===== src/rtl/mtr_drv_pkg.sv =====
`default_nettype none
// ============================================================================
// Module   : mtr_drv_pkg
// Purpose  : Shared types, constants and the speed-to-duty helper for the
//            motor drive stage.
// Revision : 1.0  initial release
// ============================================================================
package mtr_drv_pkg;

    localparam int PWM_W = 11;

    // 50% duty; also the value the duty registers hold out of reset
    localparam logic [PWM_W-1:0] DUTY_MID = 11'h400;

    // Last count of a PWM period; duty capture and period_wrap happen here
    localparam logic [PWM_W-1:0] CNT_MAX = {PWM_W{1'b1}};

    typedef logic signed [10:0] spd_t;
    typedef logic [PWM_W-1:0]   duty_t;

    // Signed speed to offset-binary duty: adding 1024 is just a sign-bit flip,
    // and the full input range maps onto the full duty range without clipping.
    function automatic duty_t spd2duty(input spd_t spd);
        return {~spd[10], spd[9:0]};
    endfunction

endpackage
`default_nettype wire


===== src/rtl/mtr_drv_pwm_nonoverlap.sv =====
`default_nettype none
// ============================================================================
// Module   : pwm_nonoverlap
// Purpose  : Turns one raw PWM level into a complementary high/low-side pair
//            with a programmable dead time after every edge.
// Revision : 1.0  initial release
// ============================================================================
module pwm_nonoverlap #(
    parameter int NONOVERLAP = 32
) (
    input  logic clk,
    input  logic rst_n,
    input  logic en,
    input  logic sig,
    output logic pwm1,
    output logic pwm2
);

    localparam int              DT_W   = $clog2(NONOVERLAP + 1);
    localparam logic [DT_W-1:0] DT_MAX = DT_W'(NONOVERLAP);

    logic            sig_prev_q, sig_prev_d;
    logic            en_q,       en_d;
    logic [DT_W-1:0] dt_q,       dt_d;
    logic            pwm1_q,     pwm1_d;
    logic            pwm2_q,     pwm2_d;
    logic            w_restart;

    // Dead-time sequencing: any edge on sig, or a disable (including the
    // first cycle back from one), drops both outputs and restarts the count.
    // Outputs only ever take sig/~sig, so they can never both be high.
    always_comb begin
        sig_prev_d = sig;
        en_d       = en;
        dt_d       = dt_q;
        pwm1_d     = pwm1_q;
        pwm2_d     = pwm2_q;
        w_restart  = !en || !en_q || (sig != sig_prev_q);

        if (w_restart) begin
            dt_d   = '0;
            pwm1_d = 1'b0;
            pwm2_d = 1'b0;
        end else if (dt_q != DT_MAX) begin
            dt_d = dt_q + DT_W'(1);
            if (dt_d == DT_MAX) begin
                pwm1_d = sig;
                pwm2_d = ~sig;
            end
        end else begin
            pwm1_d = sig;
            pwm2_d = ~sig;
        end
    end

    // State register with synchronous active-low reset
    always_ff @(posedge clk) begin
        if (!rst_n) begin
            sig_prev_q <= 1'b0;
            en_q       <= 1'b0;
            dt_q       <= '0;
            pwm1_q     <= 1'b0;
            pwm2_q     <= 1'b0;
        end else begin
            sig_prev_q <= sig_prev_d;
            en_q       <= en_d;
            dt_q       <= dt_d;
            pwm1_q     <= pwm1_d;
            pwm2_q     <= pwm2_d;
        end
    end

    assign pwm1 = pwm1_q;
    assign pwm2 = pwm2_q;

endmodule
`default_nettype wire


===== src/rtl/mtr_drv.sv =====
`default_nettype none
// ============================================================================
// Module   : mtr_drv
// Purpose  : Motor drive stage. Converts signed left/right wheel speeds into
//            two dead-time protected complementary PWM pairs. Duty changes
//            are captured only at the period boundary.
// Revision : 1.0  initial release
// ============================================================================
module mtr_drv
    import mtr_drv_pkg::*;
#(
    parameter int NONOVERLAP = 32
) (
    input  logic        clk,
    input  logic        rst_n,
    input  logic        en,
    input  logic [10:0] lft_spd,
    input  logic [10:0] rght_spd,
    output logic        lft_pwm1,
    output logic        lft_pwm2,
    output logic        rght_pwm1,
    output logic        rght_pwm2,
    output logic        period_wrap
);

    duty_t cnt_q,       cnt_d;
    duty_t lft_duty_q,  lft_duty_d;
    duty_t rght_duty_q, rght_duty_d;
    logic  lft_sig_q,   lft_sig_d;
    logic  rght_sig_q,  rght_sig_d;
    logic  w_wrap;

    assign w_wrap      = (cnt_q == CNT_MAX);
    assign period_wrap = w_wrap;

    // Counter, boundary-only duty capture and registered comparators.
    // These keep running while disabled so re-enabling stays in phase.
    always_comb begin
        cnt_d       = cnt_q + duty_t'(1);
        lft_duty_d  = lft_duty_q;
        rght_duty_d = rght_duty_q;
        if (w_wrap) begin
            lft_duty_d  = spd2duty(spd_t'(lft_spd));
            rght_duty_d = spd2duty(spd_t'(rght_spd));
        end
        lft_sig_d  = (cnt_q < lft_duty_q);
        rght_sig_d = (cnt_q < rght_duty_q);
    end

    // Period state registers; reset aborts the current period
    always_ff @(posedge clk) begin
        if (!rst_n) begin
            cnt_q       <= '0;
            lft_duty_q  <= DUTY_MID;
            rght_duty_q <= DUTY_MID;
            lft_sig_q   <= 1'b0;
            rght_sig_q  <= 1'b0;
        end else begin
            cnt_q       <= cnt_d;
            lft_duty_q  <= lft_duty_d;
            rght_duty_q <= rght_duty_d;
            lft_sig_q   <= lft_sig_d;
            rght_sig_q  <= rght_sig_d;
        end
    end

    pwm_nonoverlap #(
        .NONOVERLAP (NONOVERLAP)
    ) u_lft_nonoverlap (
        .clk   (clk),
        .rst_n (rst_n),
        .en    (en),
        .sig   (lft_sig_q),
        .pwm1  (lft_pwm1),
        .pwm2  (lft_pwm2)
    );

    pwm_nonoverlap #(
        .NONOVERLAP (NONOVERLAP)
    ) u_rght_nonoverlap (
        .clk   (clk),
        .rst_n (rst_n),
        .en    (en),
        .sig   (rght_sig_q),
        .pwm1  (rght_pwm1),
        .pwm2  (rght_pwm2)
    );

endmodule
`default_nettype wire


===== config.mk =====
export PLATFORM = sky130hd
export DESIGN_NAME = mtr_drv
export DESIGN_NICKNAME = d
export VERILOG_FILES = /design/src/rtl/mtr_drv_pkg.sv /design/src/rtl/mtr_drv_pwm_nonoverlap.sv /design/src/rtl/mtr_drv.sv
export SDC_FILE = /design/constraint.sdc
export NUM_CORES = 1
export LEC_CHECK = 0
export ABC_AREA = 1
export BUFFER_PORTS_ARGS = -buffer_cell sky130_fd_sc_hd__buf_2
export CELL_PAD_IN_SITES_DETAIL_PLACEMENT = 1
export CELL_PAD_IN_SITES_GLOBAL_PLACEMENT = 1
export CORE_ASPECT_RATIO = 0.8
export CORE_UTILIZATION = 25
export DETAILED_ROUTE_END_ITERATION = 6
export PLACE_DENSITY = 0.51
export RECOVER_POWER = 50
export SYNTH_ARGS = -nofsm -noshare
export SYNTH_HDL_FRONTEND = slang
export SYNTH_SLANG_ARGS = --single-unit
export TNS_END_PERCENT = 5

===== constraint.sdc =====
create_clock -name clk -period 2.6 [get_ports clk]
set_clock_uncertainty 0.05 [all_clocks]
set_input_delay 0.52 -clock clk [delete_from_list [all_inputs] [get_ports clk]]
set_output_delay 0.52 -clock clk [all_outputs]
set_load 0.05 [all_outputs]

==> results of run 1 <==
==> critical path: stages, from the launching register on <==
cell and delay [ps]:
sky130_fd_sc_hd__dfxtp_1 420, sky130_fd_sc_hd__ha_4 190, sky130_fd_sc_hd__nand3_2 80, sky130_fd_sc_hd__nor2_2 120, sky130_fd_sc_hd__nand2_2 90, sky130_fd_sc_hd__nor3_4 130, sky130_fd_sc_hd__and2_2 170, sky130_fd_sc_hd__nand2_1 50
sky130_fd_sc_hd__nor2_1 120, sky130_fd_sc_hd__buf_6 170
==> cells by family (layout without fill, tap and decap cells) <==
family,Yosys count,count (layout),share of synthesized area [%]
adders and majority gates,25,25,11.4
DFF,54,54,39.4
AOI/OAI and AO/OA,66,66,12.8
buffers and inverters,62,93,10.1
xor gates and xnor gates,4,4,1.28
and+or+nand+nor,150,150,25.1
==> cells in the final DEF (no fill, tap or decap), types with 2 or more instances in the layout <==
| cell | n |
|---|---|
| sky130_fd_sc_hd__clkbuf_16 | 5 |
| sky130_fd_sc_hd__nor2_1 | 20 |
| sky130_fd_sc_hd__o21ai_0 | 14 |
| sky130_fd_sc_hd__nand4_1 | 9 |
| sky130_fd_sc_hd__nand3_1 | 37 |
| sky130_fd_sc_hd__buf_2 | 23 |
| sky130_fd_sc_hd__ha_1 | 24 |
| sky130_fd_sc_hd__nand2_1 | 70 |
| sky130_fd_sc_hd__inv_1 | 52 |
| sky130_fd_sc_hd__o211ai_2 | 2 |
| sky130_fd_sc_hd__clkbuf_1 | 5 |
| sky130_fd_sc_hd__a21oi_1 | 48 |
| sky130_fd_sc_hd__o21bai_1 | 2 |
| sky130_fd_sc_hd__dfxtp_1 | 53 |
| sky130_fd_sc_hd__buf_4 | 2 |
| sky130_fd_sc_hd__xnor2_1 | 3 |
| sky130_fd_sc_hd__nor4_1 | 4 |
| sky130_fd_sc_hd__nand3b_1 | 2 |
==> power by group <==
group	total, mW	leakage [nW]	switching [mW]	internal, mW
Clock	0.715	0.0735	0.327	0.388
Sequential	0.846	0.437	0.0104	0.835
Combinational	0.0684	0.765	0.0362	0.0322
==> per-stage QoR <==
step                      instances  hold slack [ps]  util [%]
after global placement          524              391      28.8
after CTS                       532              365      30.3
final                           532              376      30.4
after global routing            532              376      30.4
after floorplan                 361              380         -
after detailed placement        524              406      28.8
==> cell type report <==
type	instances	area share, %
Timing Repair Buffer	32	5.20
Multi-Input combinational cell	245	44.1
Tap cell	140	5.51
Sequential cell	54	34.1
Clock buffer	6	4.37
Clock inverter	2	0.512
Inverter	53	6.26
==> synthesized netlist by cell type, types with 2 or more instances <==
cell type                  instances  area (um2)
sky130_fd_sc_hd__clkbuf_1          3        11.3
sky130_fd_sc_hd__xnor2_1           3        26.3
sky130_fd_sc_hd__nand4_1           9        56.3
sky130_fd_sc_hd__o21bai_1          2        15.0
sky130_fd_sc_hd__nand3b_1          2        15.0
sky130_fd_sc_hd__nand2_1          70         263
sky130_fd_sc_hd__inv_1            52         195
sky130_fd_sc_hd__o211ai_2          2        25.0
sky130_fd_sc_hd__nor4_1            4        25.0
sky130_fd_sc_hd__ha_1             25         313
sky130_fd_sc_hd__nand3_1          37         185
sky130_fd_sc_hd__buf_6             6        67.6
sky130_fd_sc_hd__o21ai_0          14        70.1
sky130_fd_sc_hd__dfxtp_1          54        1080
sky130_fd_sc_hd__a21oi_1          48         240
sky130_fd_sc_hd__nor2_1           20        75.1
==> timing repair <==
| item | in CTS | in global routing |
|---|---|---|
| gates resized for setup | 1 | 4 |
| gates cloned | 0 | 0 |
| setup endpoints to repair | 1 | 1 |
| hold endpoints to repair | 0 | 0 |
==> registers in the layout, indices dropped and copies added (netlist names), 6 cells and up <==
| signal | cells |
|---|---|
| cnt_q | 11 |
| lft_duty_q | 11 |
| rght_duty_q | 11 |
| u_lft_nonoverlap.dt_q | 6 |
| u_rght_nonoverlap.dt_q | 6 |
==> final timing paths <==
path / from / to / slack [ps] / depth (start not counted)
worst min register to register: rght_duty_q[9] / rght_duty_q[9] / 410 / 2
worst max-delay path: cnt_q[0] / period_wrap / 180 / 9
worst min-delay path: en / u_lft_nonoverlap.en_q / 380 / 3
worst max register to register: cnt_q[0] / rght_duty_q[10] / 630 / 9
==> per-layer routing <==
| layer | vias to the layer above | track usage, % | share of wire [%] |
|---|---|---|---|
| li1 | 1251 | - | - |
| met1 | 1109 | 16.0 | 50 |
| met2 | 25 | 22.9 | 45 |
| met3 | 5 | 4.27 | 3.4 |
| met4 | 0 | 3.80 | 1.2 |
| met5 | - | 0 | 0 |
==> results_dict.tcl, run 1 <==
set metrics [dict create \
    status "completed" \
    antenna_found_initial 0 \
    io_buffer_count 29 \
    hold_class "in -> reg" \
    die_width_um 119 \
    finalWirelength_um 6750 \
    final.setup.worst_slack_ps 184 \
    drc 0 \
    globalRouteOverflowTotal 0 \
    hpwlAfterDp_um 5120 \
    sequential_cell_area_um2 1080 \
    final.fill_count 1287 \
    global_routing_usage_summed_across_all_routing_layers_pct 13.3 \
    synth_ff_type "sky130_fd_sc_hd__dfxtp_1" \
    cts_htree_levels 2 \
    drt_pre_antenna_iters 4 \
    postCtsHoldBufs 0 \
    post-route-min-period_ps 2420 \
    post_dp_cell_area_um2 3010 \
    die_area_um2 11400 \
    initialDrtViolationCount 85 \
    distinct_cells_synth 26 \
    grt_start_max_net_pins 25 \
    routed-via-count 2390 \
    i_o_pin_total 30 \
    max-cap-violations 0 \
    critPathArrivalTime_ps 1850 \
    post_cts.repair.setup_buffers 0 \
    clock_insertion_delay_worst_skew_ps 300 \
    cts-root-to-sink-buffers 2 \
    synth_instances 361 \
    final.period_utilization_pct 92.9 \
    max-slew-margin-rel_pct 54.6 \
    nNetsFinal 441 \
    ant_nets 0 \
    clock_sinks 54 \
    numCtsBuffers 5 \
    root_cell_of_the_clock_tree "sky130_fd_sc_hd__clkbuf_16" \
    initial_core_util_pct 26.3 \
    power.ir.vdd_worst_v 0.000174 \
    setup_violators_final 0 \
    clock.fmax_ghz 0.414 \
    postSynth.asyncResetShare_pct 0 \
    area_delta_synth_final_pct 15.7 \
    grt_pass1_vias 2456 \
    synth_seq_cells 54 \
    post_drt_via_cell_ratio 4.49 \
    core_area_um2 10400 \
    syn-cell-area_um2 2750 \
    tritoncts_clock_tree "yes" \
    synth-seq-area-share_pct 39.4 \
    slew_viol_final 0 \
    worst_ep_required_time_ps 2030 \
    multiInputGateArea_um2 1400 \
    power_per_cell_area_nw_per_um2 513 \
    antenna_cells_inserted 0 \
    critical_path.endpoint_type "output pin" \
    site_row_count 33 \
    worst_slew_pin_slew_ps 681 \
    ys_warn_count 0 \
    critPathKind "reg -> out" \
    cp-start-kind "flop" \
    synth.net_count 411 \
    power.total_mw 1.63 \
    finalInstanceArea_um2 3180 \
    count_of_flip_flops_with_a_built_in_enable_after_synthesis 0 \
    postSynthAreaPerCell_um2 7.61 \
    global_placer_s_final_weighted_congestion 0.720 \
    clk_slew_on_worst_s_h_paths_ps 70 \
    critPathMaxFanout 4 \
    dp_worst_setup_slack_ps 334 \
    final_setup_tns_ps 0 \
    leakage_nw 1.28 \
    grt_first_pass_wirelength_um 11600 \
    rsz0062_at_grt "no" \
    drive_gt1_share_pct 11.5 \
    hold_viol 0 \
    drt-wirelength-per-cell_um 12.7 \
    chipHeight_um 95.7 \
]
Note: power is estimated with default switching activity, not from simulation.
==> inputs of run 2 (changes only) <==
--- a/config.mk
+++ b/config.mk
@@ -14,6 +14,8 @@
 export DETAILED_ROUTE_END_ITERATION = 6
 export PLACE_DENSITY = 0.51
 export RECOVER_POWER = 50
+export SETUP_SLACK_MARGIN = 0.3
+export SKIP_LAST_GASP = 1
 export SYNTH_ARGS = -nofsm -noshare
 export SYNTH_HDL_FRONTEND = slang
 export SYNTH_SLANG_ARGS = --single-unit
==> results_dict.tcl, run 2 (same netlist as run 1, synthesis figures left out) <==
set metrics [dict create \
    status "completed" \
    hold_class "in -> reg" \
    drt_pre_antenna_iters 4 \
    reg.largest.list "cnt_q: 11 flops, lft_duty_q: 11 flops, rght_duty_q: 11 flops" \
    clock_insertion_delay_worst_skew_ps 290 \
    global_placer_s_final_weighted_congestion 0.742 \
    drt-wirelength-per-cell_um 12.8 \
    power.ir.vdd_worst_v 0.000221 \
    io_buffer_count 29 \
    power_per_cell_area_nw_per_um2 518 \
    critPathMaxFanout 4 \
    hold_viol 0 \
    globalRouteOverflowTotal 0 \
    ant_nets 0 \
    chipHeight_um 95.7 \
    i_o_pin_total 30 \
    cts-root-to-sink-buffers 2 \
    die_area_um2 11400 \
    cts_htree_levels 2 \
    postCtsHoldBufs 0 \
    nNetsFinal 446 \
    worst_slew_pin_slew_ps 684 \
    routed-via-count 2395 \
    max-slew-margin-rel_pct 54.4 \
    global_routing_usage_summed_across_all_routing_layers_pct 13.4 \
    layout.cells.most_common_list "sky130_fd_sc_hd__nand2_1, sky130_fd_sc_hd__inv_1, sky130_fd_sc_hd__dfxtp_1" \
    final_setup_tns_ps 0 \
    critPathKind "reg -> out" \
    final.period_utilization_pct 88.8 \
    finalWirelength_um 6860 \
    worst_ep_required_time_ps 2030 \
    rsz0062_at_grt "yes" \
    clock_sinks 54 \
    cp-start-kind "flop" \
    initialDrtViolationCount 77 \
    grt_first_pass_wirelength_um 11800 \
    antenna_cells_inserted 0 \
    critical_path.endpoint_type "output pin" \
    tritoncts_clock_tree "yes" \
    final_common_cell "sky130_fd_sc_hd__nand2_1" \
    core_area_um2 10400 \
    antenna_found_initial 0 \
    site_row_count 33 \
    grt_pass1_vias 2470 \
    hpwlAfterDp_um 5260 \
    die_width_um 119 \
    drc 0 \
    drive_gt1_share_pct 13.1 \
    post-route-min-period_ps 2310 \
    finalInstanceArea_um2 3240 \
    setup_violators_final 0 \
    critPathArrivalTime_ps 1740 \
    root_cell_of_the_clock_tree "sky130_fd_sc_hd__clkbuf_16" \
    clock.fmax_ghz 0.433 \
    post_dp_cell_area_um2 3040 \
    post_drt_via_cell_ratio 4.46 \
    area_delta_synth_final_pct 17.9 \
    initial_core_util_pct 26.3 \
    numCtsBuffers 5 \
    grt_start_max_net_pins 25 \
    slew_viol_final 0 \
    max-cap-violations 0 \
    leakage_nw 1.31 \
    final.fill_count 1304 \
    clk_slew_on_worst_s_h_paths_ps 70 \
]
[run 2: stage by stage]
stage	hold slack, ps	setup slack (ps)	std cells	power (mW)	utilization, %
final	387	292	537	1.68	31.0
after global routing	387	152	537	1.77	31.0
after global placement	392	379	527	0.933	29.1
after detailed placement	405	363	527	0.934	29.1
after CTS	376	305	537	1.72	31.1
after floorplan	380	389	361	0.898	-
[run 2: final timing paths]
| check | start | to | slack, ps | cells past startpoint |
|---|---|---|---|---|
| worst min register to register | lft_duty_q[8] | lft_duty_q[8] | 410 | 2 |
| worst max register to register | cnt_q[1] | lft_duty_q[10] | 690 | 9 |
| worst max-delay path | cnt_q[1] | period_wrap | 290 | 9 |
| worst min-delay path | en | u_lft_nonoverlap.en_q | 390 | 3 |
[run 2: routing by layer]
metal / vias up / share of wire [%] / global-route usage (%)
met5: - / 0 / 0
met4: 0 / 0.87 / 3.48
met3: 5 / 2.7 / 2.84
met2: 28 / 45 / 22.7
met1: 1107 / 51 / 17.3
li1: 1255 / - / -
[run 2: area by class of cell]
type	count	area [um2]	share of cell area (%)
Sequential cell	54	1090	33.6
Timing Repair Buffer	37	201	6.22
Inverter	53	199	6.15
Clock inverter	3	40.0	1.24
Multi-Input combinational cell	245	1410	43.5
Tap cell	140	175	5.41
Clock buffer	5	125	3.87
[run 2: critical path, cell delays in order, from the launching register on]
cell	delay, ps
sky130_fd_sc_hd__dfxtp_1	380
sky130_fd_sc_hd__ha_4	170
sky130_fd_sc_hd__nand3_2	90
sky130_fd_sc_hd__nor2_2	100
sky130_fd_sc_hd__nand2_2	80
sky130_fd_sc_hd__nor3_4	140
sky130_fd_sc_hd__and2_4	170
sky130_fd_sc_hd__nand2_1	70
sky130_fd_sc_hd__nor2_4	100
sky130_fd_sc_hd__buf_6	160
[run 2: where the power goes]
group / total [mW] / internal, mW / switching, mW
Clock: 0.757 / 0.452 / 0.306
Combinational: 0.0757 / 0.0363 / 0.0394
Sequential: 0.844 / 0.835 / 0.00918
[run 2: repair_timing]
| action | 4_1_cts | 5_1_grt |
|---|---|---|
| endpoints found under the setup margin | 1 | 1 |
| setup buffers | 2 | 0 |
| resized for setup | 11 | 0 |
| hold endpoints to repair | 0 | 0 |
==> inputs of run 3 (changes only) <==
--- a/config.mk
+++ b/config.mk
@@ -10,9 +10,9 @@
 export CELL_PAD_IN_SITES_DETAIL_PLACEMENT = 1
 export CELL_PAD_IN_SITES_GLOBAL_PLACEMENT = 1
 export CORE_ASPECT_RATIO = 0.8
-export CORE_UTILIZATION = 25
+export CORE_UTILIZATION = 39
 export DETAILED_ROUTE_END_ITERATION = 6
-export PLACE_DENSITY = 0.51
+export PLACE_DENSITY = 0.76
 export RECOVER_POWER = 50
 export SETUP_SLACK_MARGIN = 0.3
 export SKIP_LAST_GASP = 1
==> constraint.sdc (replaced) <==
create_clock -name clk -period 2 [get_ports clk]
set_clock_uncertainty 0.05 [all_clocks]
set_input_delay 0.4 -clock clk [delete_from_list [all_inputs] [get_ports clk]]
set_output_delay 0.4 -clock clk [all_outputs]
set_load 0.05 [all_outputs]
==> results_dict.tcl, run 3 (same netlist as run 1, synthesis figures left out) <==
set metrics [dict create \
    status "complete, but fails checks" \
    violations "negative setup slack" \
    reg2reg_slack_ps 150 \
    final.setup.worst_slack_ps -151 \
    cts-root-to-sink-buffers 2 \
    drt_pre_antenna_iters 4 \
    grt_pass1_vias 2514 \
    cts_htree_levels 2 \
    power.ir.vdd_worst_v 0.000368 \
    power.total_mw 2.11 \
    finalWirelength_um 6820 \
    critical_path.endpoint_type "output pin" \
    global_routing_usage_summed_across_all_routing_layers_pct 20.3 \
    multiInputGateArea_um2 1430 \
    final_hold_slack_ps 241 \
    antenna_found_initial 0 \
    hpwlAfterDp_um 4980 \
    final_setup_tns_ps -151 \
    critPathMaxFanout 2 \
    post_dp_cell_area_um2 3050 \
    clk_slew_on_worst_s_h_paths_ps 100 \
    worst_ep_required_time_ps 1550 \
    die_area_um2 7380 \
    critPathKind "reg -> out" \
    global_placer_s_final_weighted_congestion 0.827 \
    postCtsHoldBufs 0 \
    critPathArrivalTime_ps 1700 \
    r2r_cells 9 \
    hold_class "in -> reg" \
    cp-start-kind "flop" \
    site_row_count 26 \
    initialDrtViolationCount 46 \
    initial_core_util_pct 41.6 \
    final.period_utilization_pct 108 \
    numCtsBuffers 5 \
    drt-wirelength-per-cell_um 14.0 \
    timing.hold.worst.start "en" \
    i_o_pin_total 30 \
    clock_sinks 54 \
    nNetsFinal 453 \
    reg.largest.list "cnt_q: 11 flops, lft_duty_q: 11 flops, rght_duty_q: 11 flops" \
    regToRegEndpoint "rght_duty_q[10]" \
    max-cap-violations 0 \
    area_delta_synth_final_pct 17.5 \
    critical_path.reg2reg.startpoint "cnt_q[1]" \
    setup_violators_final 1 \
    slew_viol_final 0 \
    finalInstanceArea_um2 3230 \
    max-slew-margin-rel_pct 59.8 \
    post_drt_via_cell_ratio 5.09 \
    postLayoutCoreUtil_pct 48.9 \
    hold-path-endpoint "u_lft_nonoverlap.en_q" \
    root_cell_of_the_clock_tree "sky130_fd_sc_hd__clkbuf_8" \
    grt_first_pass_wirelength_um 11500 \
    globalRouteOverflowTotal 0 \
    leakage_nw 1.35 \
    hold-path-cell-count 3 \
    layout.cells.most_common_list "sky130_fd_sc_hd__nand2_1, sky130_fd_sc_hd__inv_1, sky130_fd_sc_hd__dfxtp_1" \
    clock_insertion_delay_worst_skew_ps 320 \
    routed-via-count 2484 \
    tritoncts_clock_tree "yes" \
    io_buffer_count 29 \
    chipHeight_um 77.1 \
    clock.fmax_ghz 0.465 \
    final.fill_count 852 \
    rsz0062_at_grt "yes" \
    drc 0 \
    grt_start_max_net_pins 25 \
    sequential_cell_area_um2 1090 \
    post-route-min-period_ps 2150 \
    power_per_cell_area_nw_per_um2 654 \
    worst_slew_pin_slew_ps 603 \
    drive_gt1_share_pct 14.6 \
    final_common_cell "sky130_fd_sc_hd__nand2_1" \
    hold_viol 0 \
    antenna_cells_inserted 0 \
    ant_nets 0 \
    core_area_um2 6600 \
    die_width_um 95.8 \
]
[run 3: cell count changes in the layout (fill, tap and decap cells not counted), sizes merged]
cell    change
buf         +7
bufinv      +1
clkinv      -2
clkbuf      +1
[run 3: worst max-delay path: stages, from the launching register on]
cell,delay (ps)
sky130_fd_sc_hd__dfxtp_4,370
sky130_fd_sc_hd__ha_4,160
sky130_fd_sc_hd__nand3_4,80
sky130_fd_sc_hd__nor2_4,110
sky130_fd_sc_hd__nand2_2,70
sky130_fd_sc_hd__nor3_4,120
sky130_fd_sc_hd__and2_4,180
sky130_fd_sc_hd__nand2_4,50
sky130_fd_sc_hd__nor2_4,90
sky130_fd_sc_hd__buf_6,160
[run 3: final cells by class]
cell class              count  share of cell area, %
clock buffers               6                   2.56
clock inverters             2                   1.86
inverters                  53                   6.16
multi-input cells         245                   44.3
flip-flops and latches     54                   33.6
well taps                  84                   3.26
repair buffers             44                   8.26
[run 3: worst max-delay path by stage]
stage | start | to | slack [ps] | depth (start not counted)
final | cnt_q[1] | period_wrap | -150 | 9
after global routing | cnt_q[1] | period_wrap | -260 | 9
after CTS | cnt_q[0] | period_wrap | -160 | 9
after detailed placement | cnt_q[1] | period_wrap | 20 | 9
after global placement | cnt_q[1] | period_wrap | 50 | 9
after floorplan | cnt_q[1] | period_wrap | -50 | 8
[run 3: what timing repair did]
action,in CTS,in global routing
endpoints found under the setup margin,23,28
gates resized for setup,6,0
cloned,0,0
pin swaps,4,1
setup buffers,2,1
[run 3: report_power, final]
group | internal (mW) | total (mW) | switching, mW
combinational | 0.0525 | 0.110 | 0.0577
sequential | 1.09 | 1.10 | 0.0104
clock | 0.534 | 0.904 | 0.370
total | 1.67 | 2.11 | 0.438
[run 3: per-stage QoR]
stage,setup WS [ps],instances
finish,-151,488
global placement,52.7,477
CTS,-159,487
detailed placement,23.7,477
floorplan,-50.2,361
global route,-258,488
[run 3: layer usage]
metal / GRT usage, % / wire (um) / vias to the layer above
li1: - / - / 1271
met1: 25.6 / 3220 / 1175
met2: 34.1 / 3330 / 33
met3: 5.06 / 226 / 5
met4: 5.37 / 45 / 0
met5: 0 / 0 / -
